[src/rtl/mul_pkg.sv]
// rtl/mul_pkg.sv - shared multiplier definitions: state encoding, sizes, carry rebuild
//
// Purpose : types and helpers shared by the shift-add multiplier and any other
//           user of the shared 32-bit adder (which has no carry output).
// Contents: mul_state_e   FSM state encoding (IDLE, CALC, DONE, NEG_LO, NEG_HI)
//           MUL_WIDTH     operand width, fixed to the adder width
//           MUL_ITER      number of shift-add iterations
//           carry_rebuild recovers the adder carry-out from the operand and sum MSBs
package mul_pkg;

    typedef enum logic [2:0] {
        MUL_IDLE   = 3'd0,
        MUL_CALC   = 3'd1,
        MUL_DONE   = 3'd2,
        MUL_NEG_LO = 3'd3,
        MUL_NEG_HI = 3'd4
    } mul_state_e;

    localparam int MUL_WIDTH = 32;
    localparam int MUL_ITER  = 32;

    // Carry out of the MSB: both operand MSBs set always carry; exactly one set
    // carries only if the sum MSB came out clear (the carry-in to the MSB was 1).
    function automatic logic carry_rebuild(
        input logic a_msb,
        input logic b_msb,
        input logic sum_msb
    );
        return (a_msb & b_msb) | ((a_msb | b_msb) & ~sum_msb);
    endfunction

endpackage

[src/rtl/mul_seq_shift_add.sv]
// rtl/mul_seq_shift_add.sv - iterative 32x32->64 shift-add multiplier on a shared external adder
//
// Purpose : retires one multiplier bit per cycle by driving the shared 32-bit
//           adder (add_src1/add_src2) and consuming its combinational sum.
//           Optional macro MUL_SIGNED_EN adds signed operation (op_signed port,
//           NEG_LO/NEG_HI states that negate the 64-bit result via the adder).
// Ports   : clk        rising-edge clock
//           rst        synchronous reset, active-high
//           in_valid   operand pair valid        in_ready  block can accept operands
//           op_a       multiplicand              op_b      multiplier
//           op_signed  (MUL_SIGNED_EN only) treat operands as two's complement
//           out_valid  product valid             out_ready consumer accepts product
//           product    64-bit result, held until out_ready
//           add_src1   adder operand 1           add_src2  adder operand 2
//           add_result adder sum, same-cycle combinational return
module mul_seq_shift_add
    import mul_pkg::*;
#(
    parameter int WIDTH = MUL_WIDTH,
    parameter int ITER  = MUL_ITER
) (
    input  logic               clk,
    input  logic               rst,
    input  logic               in_valid,
    output logic               in_ready,
    input  logic [WIDTH-1:0]   op_a,
    input  logic [WIDTH-1:0]   op_b,
`ifdef MUL_SIGNED_EN
    input  logic               op_signed,
`endif
    output logic               out_valid,
    input  logic               out_ready,
    output logic [2*WIDTH-1:0] product,
    output logic [WIDTH-1:0]   add_src1,
    output logic [WIDTH-1:0]   add_src2,
    input  logic [WIDTH-1:0]   add_result
);

    localparam logic [2:0] S_IDLE   = MUL_IDLE;
    localparam logic [2:0] S_CALC   = MUL_CALC;
    localparam logic [2:0] S_DONE   = MUL_DONE;
`ifdef MUL_SIGNED_EN
    localparam logic [2:0] S_NEG_LO = MUL_NEG_LO;
    localparam logic [2:0] S_NEG_HI = MUL_NEG_HI;
`endif

    localparam int               CNT_W    = $clog2(ITER);
    localparam logic [CNT_W-1:0] CNT_LAST = CNT_W'(ITER - 1);

    logic [2:0]       state;
    logic [WIDTH-1:0] mcand;
    logic [WIDTH-1:0] acc_hi;
    logic [WIDTH-1:0] acc_lo;
    logic [CNT_W-1:0] cnt;
    logic             carry;

`ifdef MUL_SIGNED_EN
    logic             neg_flag;
    logic             neg_carry;
    logic [WIDTH-1:0] mag_a;
    logic [WIDTH-1:0] mag_b;

    // Signed operands are multiplied as magnitudes; the sign is applied at the end.
    always_comb begin
        mag_a = op_a;
        mag_b = op_b;
        if (op_signed && op_a[WIDTH-1]) begin
            mag_a = ~op_a + WIDTH'(1);
        end
        if (op_signed && op_b[WIDTH-1]) begin
            mag_b = ~op_b + WIDTH'(1);
        end
    end
`endif

    // Adder operands are forced to zero outside the working states so the
    // shared adder sees quiet inputs while the ALU or nobody is using it.
    always_comb begin
        add_src1 = '0;
        add_src2 = '0;
        case (state)
            S_CALC: begin
                add_src1 = acc_hi;
                add_src2 = acc_lo[0] ? mcand : '0;
            end
`ifdef MUL_SIGNED_EN
            S_NEG_LO: begin
                add_src1 = ~acc_lo;
                add_src2 = WIDTH'(1);
            end
            S_NEG_HI: begin
                add_src1 = ~acc_hi;
                add_src2 = WIDTH'(neg_carry);
            end
`endif
            default: begin
                add_src1 = '0;
                add_src2 = '0;
            end
        endcase
    end

    assign carry     = carry_rebuild(add_src1[WIDTH-1], add_src2[WIDTH-1], add_result[WIDTH-1]);
    assign in_ready  = (state == S_IDLE);
    assign out_valid = (state == S_DONE);
    assign product   = (state == S_DONE) ? {acc_hi, acc_lo} : '0;

    always_ff @(posedge clk) begin
        if (rst) begin
            state  <= S_IDLE;
            mcand  <= '0;
            acc_hi <= '0;
            acc_lo <= '0;
            cnt    <= '0;
`ifdef MUL_SIGNED_EN
            neg_flag  <= 1'b0;
            neg_carry <= 1'b0;
`endif
        end else begin
            case (state)
                S_IDLE: begin
                    if (in_valid) begin
`ifdef MUL_SIGNED_EN
                        mcand    <= mag_a;
                        acc_lo   <= mag_b;
                        neg_flag <= op_signed & (op_a[WIDTH-1] ^ op_b[WIDTH-1]);
`else
                        mcand    <= op_a;
                        acc_lo   <= op_b;
`endif
                        acc_hi   <= '0;
                        cnt      <= '0;
                        state    <= S_CALC;
                    end
                end
                S_CALC: begin
                    // Shift the 65-bit {carry, sum, acc_lo} right by one: the sum LSB
                    // becomes a finished product bit and the consumed multiplier bit drops out.
                    acc_hi <= {carry, add_result[WIDTH-1:1]};
                    acc_lo <= {add_result[0], acc_lo[WIDTH-1:1]};
                    cnt    <= cnt + CNT_W'(1);
                    if (cnt == CNT_LAST) begin
`ifdef MUL_SIGNED_EN
                        state <= neg_flag ? S_NEG_LO : S_DONE;
`else
                        state <= S_DONE;
`endif
                    end
                end
`ifdef MUL_SIGNED_EN
                S_NEG_LO: begin
                    acc_lo    <= add_result;
                    neg_carry <= carry;
                    state     <= S_NEG_HI;
                end
                S_NEG_HI: begin
                    acc_hi <= add_result;
                    state  <= S_DONE;
                end
`endif
                S_DONE: begin
                    if (out_ready) begin
                        state <= S_IDLE;
                    end
                end
                default: begin
                    state <= S_IDLE;
                end
            endcase
        end
    end

endmodule

[config.mk]
export PLATFORM = sky130hd
export DESIGN_NAME = mul_seq_shift_add
export DESIGN_NICKNAME = d
export VERILOG_FILES = /design/src/rtl/mul_pkg.sv /design/src/rtl/mul_seq_shift_add.sv
export SDC_FILE = /design/constraint.sdc
export NUM_CORES = 1
export LEC_CHECK = 0
export ABC_AREA = 0
export BUFFER_PORTS_ARGS = -buffer_cell sky130_fd_sc_hd__buf_4
export CAP_MARGIN = 25
export CORE_UTILIZATION = 35
export DETAILED_ROUTE_END_ITERATION = 10
export GPL_TIMING_DRIVEN = 0
export SLEW_MARGIN = 15
export SYNTH_ARGS = -nofsm -noshare
export SYNTH_HDL_FRONTEND = slang
export SYNTH_SLANG_ARGS = --single-unit
[constraint.sdc]
create_clock -name clk -period 3.5 [get_ports clk]
set_clock_uncertainty 0.2 [all_clocks]
set_input_delay 0.35 -clock clk [delete_from_list [all_inputs] [get_ports clk]]
set_output_delay 0.35 -clock clk [all_outputs]
set_load 0.1 [all_outputs]
======== Word-level counts from Yosys, hierarchy flattened ========
Index checks and enable logic that the tools add are counted.
storage, ports and cells
  register bits after elaboration ......... 104
  input bits .............................. 100
  output and inout port bits .............. 130
  word-level logic and storage cells ...... 36
operators by class
  $add $sub $neg .......................... 1
  equal/unequal tests ..................... 6
  muxes and demuxes ....................... 14
  bitwise logic cells ..................... 5
  reductions and logical operators ........ 5
operator list
  operator               count
  $mux W32               5
  $pmux W32 S2           2
  $mux W64               1
  $pmux W5 S2            1
  $mux W3                3
  $pmux W3 S3            1
  $add A5 B1 Y5 const B  1
  $eq A5 B5 Y1 const B   1
  $mux W5                1
  $ne A2 B2 Y1 const B   2
  $reduce_and A2 Y1      2
  $eq A3 B1 Y1 const B   1
  $eq A3 B2 Y1 const B   1
  $logic_not A3 Y1       1
  $reduce_and A3 Y1      1
  $and A1 B1 Y1          2
  $ne A2 B1 Y1 const B   1
  $or A1 B1 Y1           2
  $reduce_bool A2 Y1     1
  $not A1 Y1             1

======== Longest topological paths before layout ========
  word-level depth ........................ 6
  mapped depth ............................ 6
  depth with buffers taken out ............ 5

======== Worst setup path after synthesis ========
No wires, ideal clock.
  kind .................................... reg-to-output
  start point ............................. register state[1]
  end point ............................... output product[54]
  data arrival time ....................... 2.455 ns
  data required time ...................... 2.950 ns
  setup slack ............................. 0.495 ns
  stages on the path, launching flop included .. 4
  buffers on the path ..................... 1
  cells stage by stage .................... dfxtp_1 -> nor2b_1 -> clkbuf_1 -> and2_1
on the way
  cells in the longest elaborated chain, start to end .. 2
RTL lines
  what                    RTL line                  source
  from (decl)             mul_seq_shift_add.sv:50   logic [2:0] state;
  from (signal assigned)  mul_seq_shift_add.sv:110  state <= S_IDLE;
  from (signal assigned)  mul_seq_shift_add.sv:133  state <= S_CALC;
  from (signal assigned)  mul_seq_shift_add.sv:146  state <= S_DONE;
  $eq A3 B2 Y1            n/a
  net out_valid           mul_seq_shift_add.sv:31   output logic out_valid,
  $mux W64                mul_seq_shift_add.sv:106  assign product = (state == S_DONE) ? {acc_hi, acc_lo} : '0;
  to (decl)               mul_seq_shift_add.sv:33   output logic [2*WIDTH-1:0] product,
The timed path passes the listed nets, and every way through them passes these cells.

======== Worst setup path after layout ========
  start point ............................. register state[1]
  end point ............................... output product[46]
on the way
  cells in the longest elaborated chain, start to end .. 2
RTL lines
  what          RTL line
  $eq A3 B2 Y1  mul_seq_shift_add.sv:106
  $mux W64      mul_seq_shift_add.sv:106
Every way passes these cells.

==> results.json <==
{
  "place_area_mm2": 0.00674,
  "status": "complete, no violations",
  "r2r_cells": 5,
  "synth_fp_nets": 748,
  "powerDensity_mw_per_mm2": 409,
  "synth_cell_types": 29,
  "reg2reg_slack_ns": 1.75,
  "slew_viol_final": 0,
  "holdPathStages": 3,
  "holdCritPathClass": "input pin to flop",
  "arrival_ns": 2.27,
  "synth_top_cell_by_area": "dfxtp_1",
  "r2r_start": "state[1]$_SDFFE_PP0P_",
  "first_pass_iters": 5,
  "row_count": 42,
  "tns_ns": 0,
  "nNetsFinal": 987,
  "fmax_mhz": 354,
  "hold_ws_ns": 0.0385,
  "coreArea_mm2": 0.0133,
  "hold_path_startpoint": "add_result[29]",
  "area_delta_synth_final_pct": 46.9,
  "grt_max_degree": 16,
  "final_cell_mix": "232 x buf_4, 162 x nand2_1, 103 x dfxtp_1, 96 x and2_1, 66 x a21oi_1",
  "cts.htree.levels": 3,
  "worstMarginPinSlew_ns": 0.612,
  "cts_root_buf": "clkbuf_16",
  "routed_via_density": 4.93,
  "drv_cap": 0,
  "wirelength_um": 16100,
  "wl_per_cell_um": 15.1,
  "clock_path_buffers": 2,
  "rsz0062_at_grt": "no",
  "postCtsSetupRepairBufs": 0,
  "diodes": 0,
  "cts.repair.resized": 0,
  "fp.dieW_um": 119,
  "antenna_found_initial": 0,
  "synth.area.mux_share": 0,
  "worst_ir_drop_vdd_uv": 238,
  "synth_seq_area_share": 0.429,
  "die_y_um": 119,
  "postSynthCellCount": 646,
  "synth.avg_cell_area_um2": 7.45,
  "ctsHoldBuffers": 0,
  "layout.cells.non_filler": 1066,
  "start_kind": "flop",
  "ant_nets": 0,
  "layout_commonest_cell": "buf_4",
  "synth_xor_area_frac": 0,
  "hold_viol_final": 0,
  "placed_cells": 1050,
  "ys_ff_latch": 103,
  "synth_top_area_share": 0.429,
  "drc": 0,
  "cp-end-kind": "primary output",
  "leakagePower_nw": 3.34,
  "critical_path_required_ns": 2.95,
  "io_pins": 230,
  "clk_latency_ns": 0.35,
  "synth_top_family_by_area": "simple AND/OR/NAND/NOR gates",
  "yosys_warnings": 0,
  "slew_headroom": 0.592,
  "numCtsBuffers": 9,
  "setup_violations": 0,
  "synth_compound_area_frac": 0.157,
  "utilization": 0.529,
  "tritoncts": "yes",
  "routabilityCongestion": 0.816,
  "grtUsageTotal": 0.225,
  "synth_area_mm2": 0.00481,
  "crit_fanout": 10,
  "num_vias": 5260,
  "synth_simple_gate_area_frac": 0.348,
  "synth_fa_ha_area_frac": 0.00520,
  "fin_crit_sh": 0.807,
  "cts_sinks": 103,
  "post-dp-hpwl_um": 12000,
  "clk_pin_slew_ns": 0.07,
  "fin_area_mm2": 0.00707,
  "initialDrtViolationCount": 329,
  "grt_overflow": 0,
  "worstReg2RegEnd": "acc_hi[16]$_SDFFE_PP0P_",
  "port_buffers": 228,
  "holdPathEnd": "acc_hi[28]$_SDFFE_PP0P_",
  "critPathKind": "flop to primary output",
  "initial_core_util": 0.360,
  "grt_pass1_vias": 4967,
  "synthTopCellsByArea": "dfxtp_1 43%, nand2_1 13%, and2_1 12%, a21oi_1 6.9%, a31oi_1 4.4%",
  "min_period_ns": 2.82,
  "layout-drive-gt1-share": 0.307,
  "grt_pass1_wl_um": 25200,
  "die_area_mm2": 0.0142
}
-- synth_stat cells --
library cell  count
nor2b_1           3
clkbuf_1         32
nor3b_2           1
nor3_1            2
nand2b_1          2
or3_1             1
and3_1           32
o211a_1           1
o221a_2           1
a21oi_1          66
ha_1              2
clkbuf_2          3
nand3_1          35
buf_6             2
o21ai_0          32
a211oi_1          1
a31oi_1          34
dfxtp_1         103
buf_2            19
o21a_1            1
buf_1             1
buf_4             4
or3b_1            1
and2_1           96
o21ba_2           1
a22oi_1           1
nand2_1         162
inv_1             2
nor2_1            5
-- kinds of logic after synthesis --
| kind of cell | Yosys count |
|---|---|
| fa+ha+maj | 2 |
| compound gates | 138 |
| flops | 103 |
| buf+inv | 63 |
| simple gates | 340 |
-- sequential cells by signal, summed over array words and instances, names as in the netlist --
name,count
mcand,32
cnt,5
state,2
acc_lo,32
acc_hi,32
-- cell type report --
type / instances / area [um2]
Clock buffer: 13 / 260
Fill cell: 1361 / 6280
Clock inverter: 3 / 65.1
Multi-Input combinational cell: 480 / 2450
Inverter: 2 / 7.51
Buffer: 61 / 287
Sequential cell: 103 / 2060
Tap cell: 176 / 220
Timing Repair Buffer: 228 / 1710
-- layer usage --
layer / wire length [um] / share of wire / up-vias / GRT usage
met4: 237 / 0.015 / 0 / 0.0791
met5: 0 / 0 / - / 0
met2: 7530 / 0.47 / 177 / 0.359
li1: - / - / 2627 / -
met1: 7200 / 0.45 / 2440 / 0.293
met3: 1140 / 0.071 / 16 / 0.0565
-- worst max-delay path by stage --
| stage | end | cells past startpoint | startpoint |
|---|---|---|---|
| 3_5_place_dp | product[46] | 5 | state[1]$_SDFFE_PP0P_ |
| 2_1_floorplan | product[54] | 3 | state[1]$_SDFFE_PP0P_ |
| 3_3_place_gp | product[37] | 5 | state[1]$_SDFFE_PP0P_ |
| 4_1_cts | product[41] | 5 | state[1]$_SDFFE_PP0P_ |
| 5_1_grt | product[46] | 5 | state[1]$_SDFFE_PP0P_ |
| 6_report | product[46] | 5 | state[1]$_SDFFE_PP0P_ |
-- critical path: stages, from the launching register on --
cell and delay, ns:
dfxtp_1 0.44, nor2b_1 0.30, buf_2 0.33, clkbuf_1 0.33
and2_1 0.22, buf_4 0.30
-- power by group --
group	switching, W	leakage (nW)	internal (W)
logic	0.000303	2.33	0.000178
clock network	0.000441	0.160	0.000666
registers	0.0000512	0.847	0.00125
-- per-stage QoR --
step                power [W]  setup slack, ns
finish                0.00289            0.676
global route          0.00302            0.522
global placement      0.00180             1.09
floorplan             0.00161            0.495
CTS                   0.00291            0.675
detailed placement    0.00181             1.07
Power figures use the tool's default switching activity.
